**src/rtl/cpu_pkg.sv**
```systemverilog
// Shared widths and ALU control encodings for the issue/ALU boundary.
package cpu_pkg;
    localparam int DW = 32;
    localparam int AW = 5;
    localparam int IW = 16;

    typedef enum logic [1:0] {
        ALUC_ADD = 2'b00,
        ALUC_SUB = 2'b01,
        ALUC_AND = 2'b10,
        ALUC_OR  = 2'b11
    } aluc_e;
endpackage

```
**src/rtl/reg_file.sv**
```systemverilog
// General register file: two read ports, one write port, r0 reads as zero,
// and write data is forwarded to a read of the same address in the same cycle.
module reg_file
    import cpu_pkg::*;
#(
    parameter int DW_P = DW,
    parameter int AW_P = AW
) (
    input  logic              clk,
    input  logic              rst,
    input  logic [AW_P-1:0]   ra,
    input  logic [AW_P-1:0]   rb,
    output logic [DW_P-1:0]   rdata_a,
    output logic [DW_P-1:0]   rdata_b,
    input  logic              we,
    input  logic [AW_P-1:0]   waddr,
    input  logic [DW_P-1:0]   wdata
);
    logic [DW_P-1:0] mem [2**AW_P];

    always_ff @(posedge clk) begin
        if (rst) begin
            for (int i = 0; i < 2**AW_P; i++) begin
                mem[i] <= '0;
            end
        end else if (we && waddr != '0) begin
            mem[waddr] <= wdata;
        end
    end

    // Address zero is checked first so a write-back to r0 can never leak through the bypass.
    assign rdata_a = (ra == '0) ? '0 : ((we && waddr == ra) ? wdata : mem[ra]);
    assign rdata_b = (rb == '0) ? '0 : ((we && waddr == rb) ? wdata : mem[rb]);
endmodule

```
**src/rtl/alu_operand_stage.sv**
```systemverilog
// Issue stage ahead of the ALU: reads operands, selects immediate or register Y,
// and holds X/Y/aluc/out_rd in a one-entry valid/ready output register.
module alu_operand_stage
    import cpu_pkg::*;
#(
    parameter int DW_P = DW,
    parameter int AW_P = AW,
    parameter int IW_P = IW
) (
    input  logic              clk,
    input  logic              rst,
    input  logic              in_valid,
    output logic              in_ready,
    input  logic [AW_P-1:0]   rs,
    input  logic [AW_P-1:0]   rt,
    input  logic [IW_P-1:0]   imm,
    input  logic              use_imm,
    input  logic              sext,
    input  logic [1:0]        op,
    input  logic [AW_P-1:0]   rd,
    input  logic              wb_en,
    input  logic [AW_P-1:0]   wb_addr,
    input  logic [DW_P-1:0]   wb_data,
    input  logic              out_ready,
    output logic              out_valid,
    output logic [DW_P-1:0]   x,
    output logic [DW_P-1:0]   y,
    output logic [1:0]        aluc,
    output logic [AW_P-1:0]   out_rd
);
    logic [DW_P-1:0] rs_data;
    logic [DW_P-1:0] rt_data;
    logic [DW_P-1:0] imm_ext;
    logic [DW_P-1:0] y_next;
    logic            accept;

    reg_file #(.DW_P(DW_P), .AW_P(AW_P)) u_reg_file (
        .clk     (clk),
        .rst     (rst),
        .ra      (rs),
        .rb      (rt),
        .rdata_a (rs_data),
        .rdata_b (rt_data),
        .we      (wb_en),
        .waddr   (wb_addr),
        .wdata   (wb_data)
    );

    assign imm_ext  = sext ? {{(DW_P-IW_P){imm[IW_P-1]}}, imm} : {{(DW_P-IW_P){1'b0}}, imm};
    assign y_next   = use_imm ? imm_ext : rt_data;
    assign in_ready = !out_valid || out_ready;
    assign accept   = in_valid && in_ready;

    // Operands are captured only on accept, so a write-back during a stall
    // cannot disturb the operation already waiting for the ALU.
    always_ff @(posedge clk) begin
        if (rst) begin
            out_valid <= 1'b0;
            x         <= '0;
            y         <= '0;
            aluc      <= ALUC_ADD;
            out_rd    <= '0;
        end else if (accept) begin
            out_valid <= 1'b1;
            x         <= rs_data;
            y         <= y_next;
            aluc      <= op;
            out_rd    <= rd;
        end else if (out_ready) begin
            out_valid <= 1'b0;
        end
    end
endmodule

```
**config.mk**
```make
export PLATFORM = sky130hd
export DESIGN_NAME = alu_operand_stage
export DESIGN_NICKNAME = d
export VERILOG_FILES = /design/src/rtl/cpu_pkg.sv /design/src/rtl/reg_file.sv /design/src/rtl/alu_operand_stage.sv
export SDC_FILE = /design/constraint.sdc
export NUM_CORES = 2
export LEC_CHECK = 0
export CAP_MARGIN = 20
export CORE_ASPECT_RATIO = 0.7
export CORE_MARGIN = 1
export CORE_UTILIZATION = 45
export DETAILED_ROUTE_END_ITERATION = 8
export GPL_ROUTABILITY_DRIVEN = 0
export HOLD_SLACK_MARGIN = 0.02
export PLACE_DENSITY_LB_ADDON = 0.15
export RECOVER_POWER = 50
export REMOVE_ABC_BUFFERS = 1
export SYNTH_ARGS = -nofsm -noshare
export SYNTH_HDL_FRONTEND = slang
export SYNTH_SLANG_ARGS = --single-unit
```
**constraint.sdc**
```tcl
create_clock -name clk -period 4.7 [get_ports clk]
set_clock_uncertainty 0.15 [all_clocks]
set_input_delay 0.94 -clock clk [delete_from_list [all_inputs] [get_ports clk]]
set_output_delay 0.94 -clock clk [all_outputs]
set_load 0.1 [all_outputs]
```
### Word-level counts from Yosys, hierarchy flattened

Memories as Yosys holds them, arrays and structs flattened.
Index checks and enable logic that the tools add are counted.
W data, S select, Z words.

* flip-flop bits (word level): 72
* memory bits (writable): 1024
* output and inout bits: 73
* memories kept: 1

Memories
* u_reg_file.mem: words 32, width 32, read ports 2, clocked after memory_dff 0, wr ports 32, line reg_file.sv:19 `logic [DW_P-1:0] mem [2**AW_P];`

* eq/ne operators: 2
* muxes and demuxes: 16
* reductions and logical operators: 11

Operators by type and width (count)
* $mux W32: 7
* $reduce_or A32 Y1: 1
* $eq A5 B5 Y1: 2
* $logic_not A5 Y1: 2
* $mux W1: 8
* $mux W5: 1
* $reduce_bool A5 Y1: 1
* $logic_and A1 B1 Y1: 4
* $reduce_bool A2 Y1: 1
* $logic_not A1 Y1: 1
* $logic_or A1 B1 Y1: 1

### Depth between registers and ports, before layout

* depth in word-level cells: 7
* mapped depth: 11
* depth with buffers taken out: 5

### Hierarchy

From an unflattened synthesis, not the netlist that was laid out.

* cells, all modules: 4130
* area, all modules: 57973.1 µm²

Modules (own cells, without submodules)
* reg_file: times used 1, cells each 3802, area each 55061.6 µm²
* alu_operand_stage: times used 1, cells each 328, area each 2911.5 µm²

### Least setup slack after synthesis

Ideal clock, no wire load.

* path kind: input -> register
* from: in out_ready
* to: reg y[28]
* library setup time: 76 ps
* data arrival time: 3157 ps
* data required time: 4474 ps
* slack: 1317 ps
* cell stages on the path: 7
* cell sequence: nand2b_1 and2_1 buf_2 buf_1 o21bai_1 or4_1 o22ai_1

* word-level cells in the longest chain between the ends: 2

RTL lines
* from (decl): line alu_operand_stage.sv:24 `input logic out_ready,`
* $logic_or A1 B1 Y1: line alu_operand_stage.sv:51 `assign in_ready = !out_valid || out_ready;`
* $logic_and A1 B1 Y1: line alu_operand_stage.sv:52 `assign accept = in_valid && in_ready;`
* to (signal assigned): line alu_operand_stage.sv:66 `y <= y_next;`
* to (decl): line alu_operand_stage.sv:27 `output logic [DW_P-1:0] y,`

No other way between the ends.
A chain may end at the register's enable or synchronous reset.

==> run_results.csv <==
group,metric,value,unit
power,power.density,376.3,nW/um^2
placement,postPlaceCellArea,60800,um^2
floorplan,die_h,299.6,um
logic_synthesis,synth_fa_ha_area_share,0,%
worst_setup_path,worstPathArrival,4.52,ns
clock_network,cts_tree,"built",
logic_synthesis,synth-seq-cells,1096,
logic_synthesis,yosysSeqAreaShare,56.55,%
power,ir_drop,0.0003212,V
logic_synthesis,synth_cells,3919,
clock_network,insertion_delay,0.75,ns
clock_network,holdBufCountCts,0,
finish,area_growth,12.76,%
floorplan,initial_utilization,45.64,%
floorplan,die-area,127900,um^2
worst_setup_path,critPathCaptureType,"register",
finish,fill_cells,10530,
logic_synthesis,synth_compound_area_share,5.891,%
logic_synthesis,yosysMostFrequentCell,"edfxtp_1",
finish,drive_gt1_share,21.90,%
worst_setup_path,regToRegStartpoint,"out_valid",
worst_setup_path,regToRegSetupSlack,2.08,ns
timing,fin_crit_sh,88.64,%
job,cap_violations,7,
global_routing,grt_pass1_vias,37650,
timing,relSlewSlack,-83.93,%
route,drt_iter0_drc,6071,
power,p_sw,6.647,mW
placement,dpl.cell_count,5513,
timing,maxSlewViolCount,374,
min_path,hold_class,"register to register",
logic_synthesis,synth_flop_cell,"edfxtp_1",
finish,fin_cells,5722,
outcome,outcome,"finished with violations",
route,drc,0,
logic_synthesis,synthXorXnorAreaFrac,0.1539,%
clock_network,cts.sinks,1096,
worst_setup_path,crit_fanout,42,
power,p_leak,20.98,nW
route,vias,39520,
clock_network,clockRootBuffer,"clkbuf_16",
logic_synthesis,syn_area,56920,um^2
floorplan,placementRows,108,
timing,setup_violations,0,
timing,fin_crit,4.166,ns
timing,timing.fmax,0.2400,GHz
route,avgViaCountPerCell,6.907,
logic_synthesis,yosys-mux-area-fraction,21.55,%
worst_setup_path,r2r_end,"x[8]",
worst_setup_path,path_class,"input port to register",
timing,fin_tns_setup,0,ns
worst_setup_path,reg2regPathDepth,6,
clock_network,path_clk_slew,0.06,ns
logic_synthesis,synth_top_family_by_area,"multiplexers",
global_routing,grt_pass1_wl,296.9,mm
finish,final_nets,4051,
clock_network,ctsResizeCount,0,
power,totalPowerFinal,24.15,mW
route,drtPass1Iterations,5,
logic_synthesis,ys_types,57,
power,swShare,27.52,%
logic_synthesis,synth_edf_count,1024,
outcome,violations,"capacitance limit, slew limit",
global_routing,track_usage,32.95,%
clock_network,cts-htree-levels,3,
finish,fin_area,64180,um^2
clock_network,post_cts_buffers,0,
min_path,min_path_cells,2,
placement,place_hpwl,133.3,mm
global_routing,antenna_found_initial,17,
route,wl_per_cell,37.07,um
timing,finalHoldViolations,0,
logic_synthesis,syn_area_per_cell,14.52,um^2
logic_synthesis,asyncSetResetFlopFracSynth,0,%
timing,tightestPinTransition,2.759,ns
power,internal-power,17.50,mW
floorplan,io_pins,150,
route,ant_nets,0,
clock_network,cts_buffers,108,
worst_setup_path,crit_required,5.06,ns
power,seq_power_share,47.9,%
clock_network,cts_max_path_buffers,3,
floorplan,die_x,427.1,um
global_routing,grt_max_degree,129,
logic_synthesis,synth_area_leader_cell,"edfxtp_1",
power,pwr-share-comb,14.7,%
timing,rsz0062_at_grt,"no",
logic_synthesis,synth_simple_gate_area_share,11.82,%
logic_synthesis,yosys-top-cells-count,"1024 x edfxtp_1, 499 x nor3_1, 498 x and2_1",
logic_synthesis,ys_top_cells_by_area,"edfxtp_1 54%, mux4_2 18%, and2_1 5.5%, nor3_1 4.4%, mux2i_1 3.4%",
placement,port_buffers,149,
floorplan,coreArea,124700,um^2
min_path,min_to,"out_rd[3]",
route,wirelength,212.1,mm
global_routing,grt.overflow.total,0,
logic_synthesis,ys_warn_count,0,
logic_synthesis,synth_top_area_share,54.02,%
worst_setup_path,critical_path.startpoint_type,"input port",
min_path,min_from,"out_rd[3]",
power,p_clk_share,37.3,%
[placed cells by master (no fill, tap or decap), drive strengths merged, types with 9 or more instances in the layout]
cell,netlist,final
nor2,38,38
mux2i,196,196
xor2,9,9
and2,499,499
o22ai,114,114
o221ai,37,37
a22o,45,45
a211oi,16,16
nand2,54,54
nand3,9,9
a211o,13,13
dfxtp,72,72
clkinv,0,43
a221oi,16,16
conb,1,32
a22oi,53,53
inv,19,23
edfxtp,1024,1024
buf,187,191
a21boi,16,16
mux2,19,19
clkbuf,284,196
mux4,448,448
or4,33,33
nor3,499,499
o2bb2ai,14,14
o21bai,32,32
clkdlybuf4s50,0,134
a21oi,61,61
or2,31,31
o32ai,10,10
bufinv,0,11
[worst max-delay path, stage by stage]
cell and delay [ns]:
dlygate4sd3_1 0.70, inv_1 0.14, nor2_1 0.33, nand3_1 0.66, clkbuf_2 0.88, buf_4 0.57
nor3_1 0.24
[layer usage]
| layer | GRT usage (%) | vias up | routed length, um |
|---|---|---|---|
| met5 | 1.296 | - | 255 |
| met4 | 8.673 | 6 | 5733 |
| met3 | 10.78 | 343 | 29270 |
| met2 | 45.82 | 2810 | 89490 |
| met1 | 49.27 | 20690 | 87370 |
| li1 | - | 15670 | - |
[power by group through the flow]
stage / registers (mW) / logic [mW] / clock network (mW)
3_5_place_dp: 11.8 / 3.48 / 0
2_1_floorplan: 12.1 / 1.44 / 0
3_3_place_gp: 11.8 / 3.47 / 0
5_1_grt: 11.6 / 3.65 / 9.41
4_1_cts: 11.6 / 3.49 / 9.06
6_report: 11.6 / 3.55 / 9.02
[per-stage QoR]
stage | setup WS, ns | utilization, % | hold slack (ns)
2_1_floorplan | -2.272 | - | 0.5469
3_3_place_gp | 0.6709 | 48.70 | 0.2915
3_5_place_dp | 0.7429 | 48.75 | 0.2970
4_1_cts | 1.110 | 51.61 | 0.3058
5_1_grt | 0.5855 | 51.46 | 0.3160
6_report | 0.5338 | 51.46 | 0.3019
[state kept, by name, summed over array words and instances (netlist names)]
name,flops
aluc,2
out_rd,5
out_valid,1
u_reg_file.mem,1024
x,32
y,32
[cell families (layout without fill, tap and decap cells)]
group / Yosys count / count (layout)
multiplexers: 663 / 663
buffers and inverters: 490 / 609
flip-flops: 1096 / 1096
AND/OR/NAND/NOR: 1201 / 1201
other: 1 / 35
AO/OA/AOI/OAI: 458 / 458
XOR/XNOR: 10 / 10
[worst max path at each step]
stage	start	end	slack, ns	depth (start not counted)
2_1_floorplan	wb_addr[3]	u_reg_file.mem[16][0]	-2.27	4
3_3_place_gp	wb_en	u_reg_file.mem[28][18]	0.67	7
3_5_place_dp	wb_en	u_reg_file.mem[28][18]	0.74	7
4_1_cts	x[3]	x[3]	1.11	1
5_1_grt	rst	x[6]	0.59	6
6_report	wb_en	u_reg_file.mem[11][27]	0.53	7
[final cells by class]
cell class / instances / area (um^2) / area share, %
Inverter: 19 / 71.32 / 0.1111
Timing Repair Buffer: 385 / 3646 / 5.681
Antenna cell: 3 / 7.507 / 0.01170
Tap cell: 1650 / 2064 / 3.217
Sequential cell: 1096 / 32190 / 50.16
Clock inverter: 66 / 639.4 / 0.9962
Clock buffer: 139 / 2932 / 4.568
Multi-Input combinational cell: 2364 / 22630 / 35.26
Note: power is estimated with default switching activity, not from simulation.
